$ cat src/rtl/agc_serial_pkg.sv
// Shared types and constants for the AGC serial receiver: FSM encodings, the
// packet header tag, slot numbering and the header validity check.
package agc_serial_pkg;

    typedef enum logic [2:0] {
        IDLE   = 3'd0,
        START  = 3'd1,
        DATA   = 3'd2,
        PARITY = 3'd3,
        STOP   = 3'd4
    } byte_state_t;

    typedef enum logic [1:0] {
        WAIT_HDR = 2'd0,
        WAIT_HI  = 2'd1,
        WAIT_LO  = 2'd2
    } pkt_state_t;

    localparam logic [4:0] HDR_TAG = 5'b10100;

    localparam logic [2:0] SLOT_VERB = 3'd0;
    localparam logic [2:0] SLOT_NOUN = 3'd1;
    localparam logic [2:0] SLOT_G    = 3'd2;
    localparam logic [2:0] SLOT_M    = 3'd3;
    localparam logic [2:0] SLOT_RA   = 3'd4;
    localparam logic [2:0] SLOT_RB   = 3'd5;
    localparam int         NUM_SLOTS = 6;

    function automatic logic is_header(input logic [7:0] b);
        return (b[7:3] == HDR_TAG) && (b[2:0] <= SLOT_RB);
    endfunction

endpackage

$ cat src/rtl/uart_byte_rx.sv
// UART byte receiver: 2-flop synchronizer, start/data/stop framing, 8N1 by
// default or 8E1 when AGC_SERIAL_RX_PARITY_EN is defined.
module uart_byte_rx #(
    parameter int CLKS_PER_BIT = 434
) (
    input  logic       clock,
    input  logic       reset_n,
    input  logic       rx,
    output logic [7:0] byte_data,
    output logic       byte_valid,
    output logic       frame_err
);
    import agc_serial_pkg::*;

    localparam int               CNT_W    = $clog2(CLKS_PER_BIT) + 1;
    localparam logic [CNT_W-1:0] HALF_CNT = CNT_W'(CLKS_PER_BIT / 2);
    localparam logic [CNT_W-1:0] LAST_CNT = CNT_W'(CLKS_PER_BIT - 1);

    logic             rx_meta_reg;
    logic             rx_sync_reg;
    logic             rx_prev_reg;
    byte_state_t      state_reg;
    logic [CNT_W-1:0] cnt_reg;
    logic [2:0]       bit_reg;
    logic [7:0]       shift_reg;
    logic             brk_reg;
    logic             bit_tick;
`ifdef AGC_SERIAL_RX_PARITY_EN
    logic             par_bad_reg;
`endif

    assign bit_tick  = (cnt_reg == LAST_CNT);
    assign byte_data = shift_reg;

    always_ff @(posedge clock or negedge reset_n) begin
        if (!reset_n) begin
            rx_meta_reg <= 1'b1;
            rx_sync_reg <= 1'b1;
            rx_prev_reg <= 1'b1;
            state_reg   <= IDLE;
            cnt_reg     <= '0;
            bit_reg     <= '0;
            shift_reg   <= '0;
            brk_reg     <= 1'b0;
            byte_valid  <= 1'b0;
            frame_err   <= 1'b0;
`ifdef AGC_SERIAL_RX_PARITY_EN
            par_bad_reg <= 1'b0;
`endif
        end else begin
            rx_meta_reg <= rx;
            rx_sync_reg <= rx_meta_reg;
            rx_prev_reg <= rx_sync_reg;
            byte_valid  <= 1'b0;
            frame_err   <= 1'b0;
            case (state_reg)
                IDLE: begin
                    if (rx_prev_reg && !rx_sync_reg) begin
                        state_reg <= START;
                        cnt_reg   <= '0;
                    end
                end
                START: begin
                    // A start bit that is high again by mid-bit was a glitch.
                    if (cnt_reg == HALF_CNT) begin
                        cnt_reg   <= '0;
                        bit_reg   <= '0;
                        state_reg <= rx_sync_reg ? IDLE : DATA;
                    end else begin
                        cnt_reg <= cnt_reg + 1'b1;
                    end
                end
                DATA: begin
                    if (bit_tick) begin
                        cnt_reg   <= '0;
                        shift_reg <= {rx_sync_reg, shift_reg[7:1]};
                        bit_reg   <= bit_reg + 1'b1;
                        if (bit_reg == 3'd7) begin
`ifdef AGC_SERIAL_RX_PARITY_EN
                            state_reg <= PARITY;
`else
                            state_reg <= STOP;
`endif
                        end
                    end else begin
                        cnt_reg <= cnt_reg + 1'b1;
                    end
                end
`ifdef AGC_SERIAL_RX_PARITY_EN
                PARITY: begin
                    if (bit_tick) begin
                        cnt_reg     <= '0;
                        par_bad_reg <= ^{shift_reg, rx_sync_reg};
                        state_reg   <= STOP;
                    end else begin
                        cnt_reg <= cnt_reg + 1'b1;
                    end
                end
`endif
                STOP: begin
                    // After a bad stop bit, hold here until the line is idle again.
                    if (brk_reg) begin
                        if (rx_sync_reg) begin
                            brk_reg   <= 1'b0;
                            state_reg <= IDLE;
                        end
                    end else if (bit_tick) begin
                        cnt_reg <= '0;
                        if (!rx_sync_reg) begin
                            frame_err <= 1'b1;
                            brk_reg   <= 1'b1;
                        end else begin
                            state_reg <= IDLE;
`ifdef AGC_SERIAL_RX_PARITY_EN
                            if (par_bad_reg) frame_err  <= 1'b1;
                            else             byte_valid <= 1'b1;
`else
                            byte_valid <= 1'b1;
`endif
                        end
                    end else begin
                        cnt_reg <= cnt_reg + 1'b1;
                    end
                end
                default: state_reg <= IDLE;
            endcase
        end
    end

endmodule

$ cat src/rtl/agc_serial_rx.sv
// AGC input-word receiver: decodes 3-byte UART packets into six 15-bit words.
// Define AGC_SERIAL_RX_PARITY_EN for even-parity framing.
module agc_serial_rx #(
    parameter int CLKS_PER_BIT = 434,
    parameter int TIMEOUT_BITS = 32
) (
    input  logic        clock,
    input  logic        reset_n,
    input  logic        rx,
    output logic [14:0] dsky_verb,
    output logic [14:0] dsky_noun,
    output logic [14:0] axi_g,
    output logic [14:0] axi_m,
    output logic [14:0] axi_ra,
    output logic [14:0] axi_rb,
    output logic        update_valid,
    output logic [2:0]  update_sel,
    output logic        rx_error
);
    import agc_serial_pkg::*;

    localparam int            TO_LIMIT = TIMEOUT_BITS * CLKS_PER_BIT;
    localparam int            TO_W     = $clog2(TO_LIMIT) + 1;
    localparam logic [TO_W-1:0] TO_END = TO_W'(TO_LIMIT);

    logic [7:0]      byte_data;
    logic            byte_valid;
    logic            frame_err;
    pkt_state_t      pkt_reg;
    logic [2:0]      sel_reg;
    logic [6:0]      hi_reg;
    logic [TO_W-1:0] to_cnt_reg;
    logic            commit;

    uart_byte_rx #(
        .CLKS_PER_BIT(CLKS_PER_BIT)
    ) u_byte (
        .clock      (clock),
        .reset_n    (reset_n),
        .rx         (rx),
        .byte_data  (byte_data),
        .byte_valid (byte_valid),
        .frame_err  (frame_err)
    );

    assign commit = byte_valid && (pkt_reg == WAIT_LO);

    always_ff @(posedge clock or negedge reset_n) begin
        if (!reset_n) begin
            pkt_reg      <= WAIT_HDR;
            sel_reg      <= '0;
            hi_reg       <= '0;
            to_cnt_reg   <= '0;
            update_valid <= 1'b0;
            update_sel   <= '0;
            rx_error     <= 1'b0;
        end else begin
            update_valid <= 1'b0;
            rx_error     <= 1'b0;
            if (pkt_reg == WAIT_HDR || byte_valid) to_cnt_reg <= '0;
            else                                   to_cnt_reg <= to_cnt_reg + 1'b1;

            // A framing error and a timeout both abort with a single error pulse.
            if (frame_err) begin
                rx_error <= 1'b1;
                pkt_reg  <= WAIT_HDR;
            end else if (byte_valid) begin
                case (pkt_reg)
                    WAIT_HDR: begin
                        if (is_header(byte_data)) begin
                            sel_reg <= byte_data[2:0];
                            pkt_reg <= WAIT_HI;
                        end else begin
                            rx_error <= 1'b1;
                        end
                    end
                    WAIT_HI: begin
                        if (byte_data[7]) begin
                            rx_error <= 1'b1;
                            if (is_header(byte_data)) sel_reg <= byte_data[2:0];
                            else                      pkt_reg <= WAIT_HDR;
                        end else begin
                            hi_reg  <= byte_data[6:0];
                            pkt_reg <= WAIT_LO;
                        end
                    end
                    WAIT_LO: begin
                        update_valid <= 1'b1;
                        update_sel   <= sel_reg;
                        pkt_reg      <= WAIT_HDR;
                    end
                    default: pkt_reg <= WAIT_HDR;
                endcase
            end else if (pkt_reg != WAIT_HDR && to_cnt_reg == TO_END) begin
                rx_error <= 1'b1;
                pkt_reg  <= WAIT_HDR;
            end
        end
    end

    for (genvar gi = 0; gi < NUM_SLOTS; gi++) begin : g_word
        logic [14:0] word_reg;
        always_ff @(posedge clock or negedge reset_n) begin
            if (!reset_n)                          word_reg <= '0;
            else if (commit && sel_reg == 3'(gi))  word_reg <= {hi_reg, byte_data};
        end
    end

    assign dsky_verb = g_word[SLOT_VERB].word_reg;
    assign dsky_noun = g_word[SLOT_NOUN].word_reg;
    assign axi_g     = g_word[SLOT_G].word_reg;
    assign axi_m     = g_word[SLOT_M].word_reg;
    assign axi_ra    = g_word[SLOT_RA].word_reg;
    assign axi_rb    = g_word[SLOT_RB].word_reg;

endmodule
$ cat config.mk
export PLATFORM = sky130hd
export DESIGN_NAME = agc_serial_rx
export DESIGN_NICKNAME = d
export VERILOG_FILES = /design/src/rtl/agc_serial_pkg.sv /design/src/rtl/uart_byte_rx.sv /design/src/rtl/agc_serial_rx.sv
export SDC_FILE = /design/constraint.sdc
export NUM_CORES = 1
export LEC_CHECK = 0
export CAP_MARGIN = 15
export CORE_ASPECT_RATIO = 1.5
export CORE_MARGIN = 2
export CORE_UTILIZATION = 54
export DETAILED_ROUTE_END_ITERATION = 16
export PLACE_DENSITY = 0.84
export SYNTH_ARGS = -nofsm -noshare
export SYNTH_HDL_FRONTEND = slang
export SYNTH_SLANG_ARGS = --single-unit
export TNS_END_PERCENT = 50
$ cat constraint.sdc
create_clock -name clock -period 2.88 [get_ports clock]
set_input_delay 0.432 -clock clock [delete_from_list [all_inputs] [get_ports clock]]
set_output_delay 0.432 -clock clock [all_outputs]
set_load 0.03 [all_outputs]
==> flow_metrics.py <==
metrics = {
    "worst_setup_path": {
        "crit_slowest_cell": "or3_1",
        "worstSetupStartpointType": "flip-flop",
        "crit_type": "reg2reg",
        "cp.required_ps": 3180,
        "arrival_ps": 2730,
        "crit_chain": "inv_1 > ha_1 > or3b_4 > or3_1 > or2_1 > mux2_4",
        "crit_buf_inv": 1,
        "crit_fanout": 7,
        "crit_path_max_incr_delay_ps": 510,
        "critPathCaptureType": "flip-flop",
        "path_delay_family": "simple AND/OR/NAND/NOR gates",
    },
    "status": {
        "status": "finished clean",
    },
    "placement": {
        "placed_area_mm2": 0.007456,
        "portBuffers": 97,
        "place_hpwl_mm": 9.821,
        "gp_congestion": 0.8907,
    },
    "global_routing": {
        "antenna_found_initial": 0,
        "grt_pass1_wl_mm": 23.45,
        "grt_overflow": 0,
        "gr-usage-all-layers": 0.2472,
        "grt_max_degree": 80,
        "first_global_vias": 4469,
    },
    "power_and_ir_drop": {
        "leakage_uw": 0.003780,
        "p_switching_uw": 1264,
        "power_frac_comb": 0.094,
        "p_per_area_mw_per_mm2": 620.2,
        "power_frac_seq": 0.449,
        "p_sw_frac": 0.2522,
        "internal_power_uw": 3748,
        "power_frac_clock": 0.457,
        "vdd_drop_max_v": 0.0004954,
    },
    "route": {
        "vias": 4185,
        "route.detailed.drc": 0,
        "via_per_inst": 5.678,
        "drt_first_iter_violations": 238,
        "drt_wl_total_mm": 14.56,
        "ant_nets": 0,
        "drt_pass1_iterations": 4,
        "avgRoutedWirePerCell_um": 19.75,
    },
    "yosys": {
        "yosysWarnings": 0,
        "syn_inst": 470,
        "async_reset_ff_frac": 1.000,
        "syn_nets": 479,
        "yosysSeqAreaShare": 0.6021,
        "synth_edf_count": 0,
        "synth_top_flop_cell": "dfrtp_1",
        "syn-cell-area_mm2": 0.006324,
        "yosysMostFrequentCell": "dfrtp_1",
        "netlist.area_leader.share": 0.5896,
        "ys_top_cells_by_count": "149 x dfrtp_1, 108 x mux2_2, 31 x nor2_1, 18 x nand2_1, 16 x clkbuf_1",
        "post-synth-top-area-cell": "dfrtp_1",
        "ys_types": 50,
        "ys_ff_latch": 152,
        "netlist_top_cells_area": "dfrtp_1 59%, mux2_2 19%, nor2_1 1.8%",
        "syn_area_per_cell_um2": 13.45,
    },
    "sta": {
        "tns_ps": 0,
        "worst_slew_pin_slew_ps": 770.4,
        "hold_violations": 0,
        "post-route-min-period_ps": 2434,
        "rsz0062_at_grt": "no",
        "slew-limit-headroom": 0.4852,
        "timing.final.max_slew_violations": 0,
        "fmax_mhz": 410.8,
        "timing.final.crit_share": 0.8453,
        "setup_viol": 0,
        "fin_worst_skew_ps": 10.67,
        "timing.hold.ws_ps": 359.7,
    },
    "floorplan": {
        "design.die.area_mm2": 0.01261,
        "rows": 48,
        "dieWidth_um": 92.36,
        "core_mm2": 0.01147,
        "ios": 98,
        "die_height_um": 136.5,
        "start_util": 0.5513,
    },
    "clock_network": {
        "clk_pin_slew_ps": 70,
        "cts_setup_buffers": 0,
        "cts-htree-levels": 4,
        "cts_made_buffers": 17,
        "clkSinkCount": 152,
        "clock_latency_ps": 420,
        "max-clock-path-buffers": 2,
        "cts_root_buf": "clkbuf_16",
        "cts_tree": "built",
    },
    "finish": {
        "final_core_util": 0.7044,
        "drive_gt1_frac": 0.2811,
        "antennaDiodeCount": 0,
        "final_net_count": 583,
        "design_area_mm2": 0.008080,
        "area_delta_synth_final_pct": 27.78,
    },
    "hold_path": {
        "min_path_type": "reg2reg",
    },
    "job": {
        "maxCapViolations": 0,
    },
}
## per-stage QoR
| step | worst slack (ps) | instances | power (uW) |
|---|---|---|---|
| final | 445.6 | 737 | 5011 |
| after global routing | 363.4 | 737 | 5206 |
| after CTS | 458.0 | 737 | 5052 |
| after detailed placement | 482.0 | 704 | 2751 |
| after global placement | 551.6 | 704 | 2718 |
| after floorplan | 628.0 | 470 | 2586 |
## kinds of logic after synthesis
logic type,count (synthesis),synth area share
mux,113,0.2042
buf+inv,32,0.02236
fa+ha+maj,6,0.01187
xor+xnor,11,0.01524
simple gates,115,0.09695
flops,152,0.6021
compound gates,41,0.04729
## metal layers
layer,up-vias,share of wire,track usage
met3,46,0.038,0.05837
li1,1881,-,-
met4,0,0.046,0.1401
met2,127,0.56,0.4380
met1,2131,0.36,0.2700
met5,-,0,0
## cells in the final DEF, fill, tap and decap left out, types with 2 or more instances in the layout
master,n
nor4_1,6
nor4b_1,2
or3b_2,2
nand3_1,10
buf_4,7
o211ai_1,2
a22o_1,7
clkdlybuf4s50_1,96
nor2b_1,5
a31oi_1,2
xor2_1,6
nand4_1,3
or2_2,2
dfstp_2,3
mux2_2,108
nor3b_1,2
dfrtp_1,149
or3_1,8
nand2b_1,2
a21oi_1,4
mux2_4,5
o21ai_0,14
nor2_1,31
inv_1,11
nand2_1,18
and4_1,2
xnor2_1,5
clkbuf_16,17
clkinvlp_4,2
and3_1,6
inv_6,6
bufinv_16,3
clkinv_4,3
nor3_1,9
o21a_1,2
ha_1,6
## final timing paths
check | start | end | slack, ps | cells after the start
hold reg to reg | u_byte.rx_meta_reg | u_byte.rx_sync_reg | 360 | 0
min in group asynchronous | reset_n | axi_ra[0] | 490 | 2
max in group asynchronous | reset_n | to_cnt_reg[8] | 1630 | 3
setup reg to reg | u_byte.cnt_reg[1] | u_byte.byte_data[6] | 450 | 6
setup / recovery | u_byte.cnt_reg[1] | u_byte.byte_data[6] | 450 | 6
hold / removal | u_byte.rx_meta_reg | u_byte.rx_sync_reg | 360 | 0
## power by group through the flow
stage | sequential, uW | clock, uW | combinational [uW]
detailed placement | 2290 | 0 | 464
finish | 2250 | 2290 | 470
global route | 2260 | 2420 | 527
CTS | 2250 | 2330 | 470
global placement | 2280 | 0 | 438
floorplan | 2260 | 0 | 325
## final cells by class
type                       instances  area (um^2)
clock inverter                    15        188.9
fill                             779         3391
clock buffer                      17        425.4
sequential                       152         3807
tap                              150        187.7
inverter                          11        41.29
timing repair buffer             106         1055
multi-input combinational        286         2375
## what timing repair did
item                                   CTS  global route
endpoints found under the hold margin   37             0
hold buffers                             1             0
resized for setup                        0             0
Power figures use the tool's default switching activity.
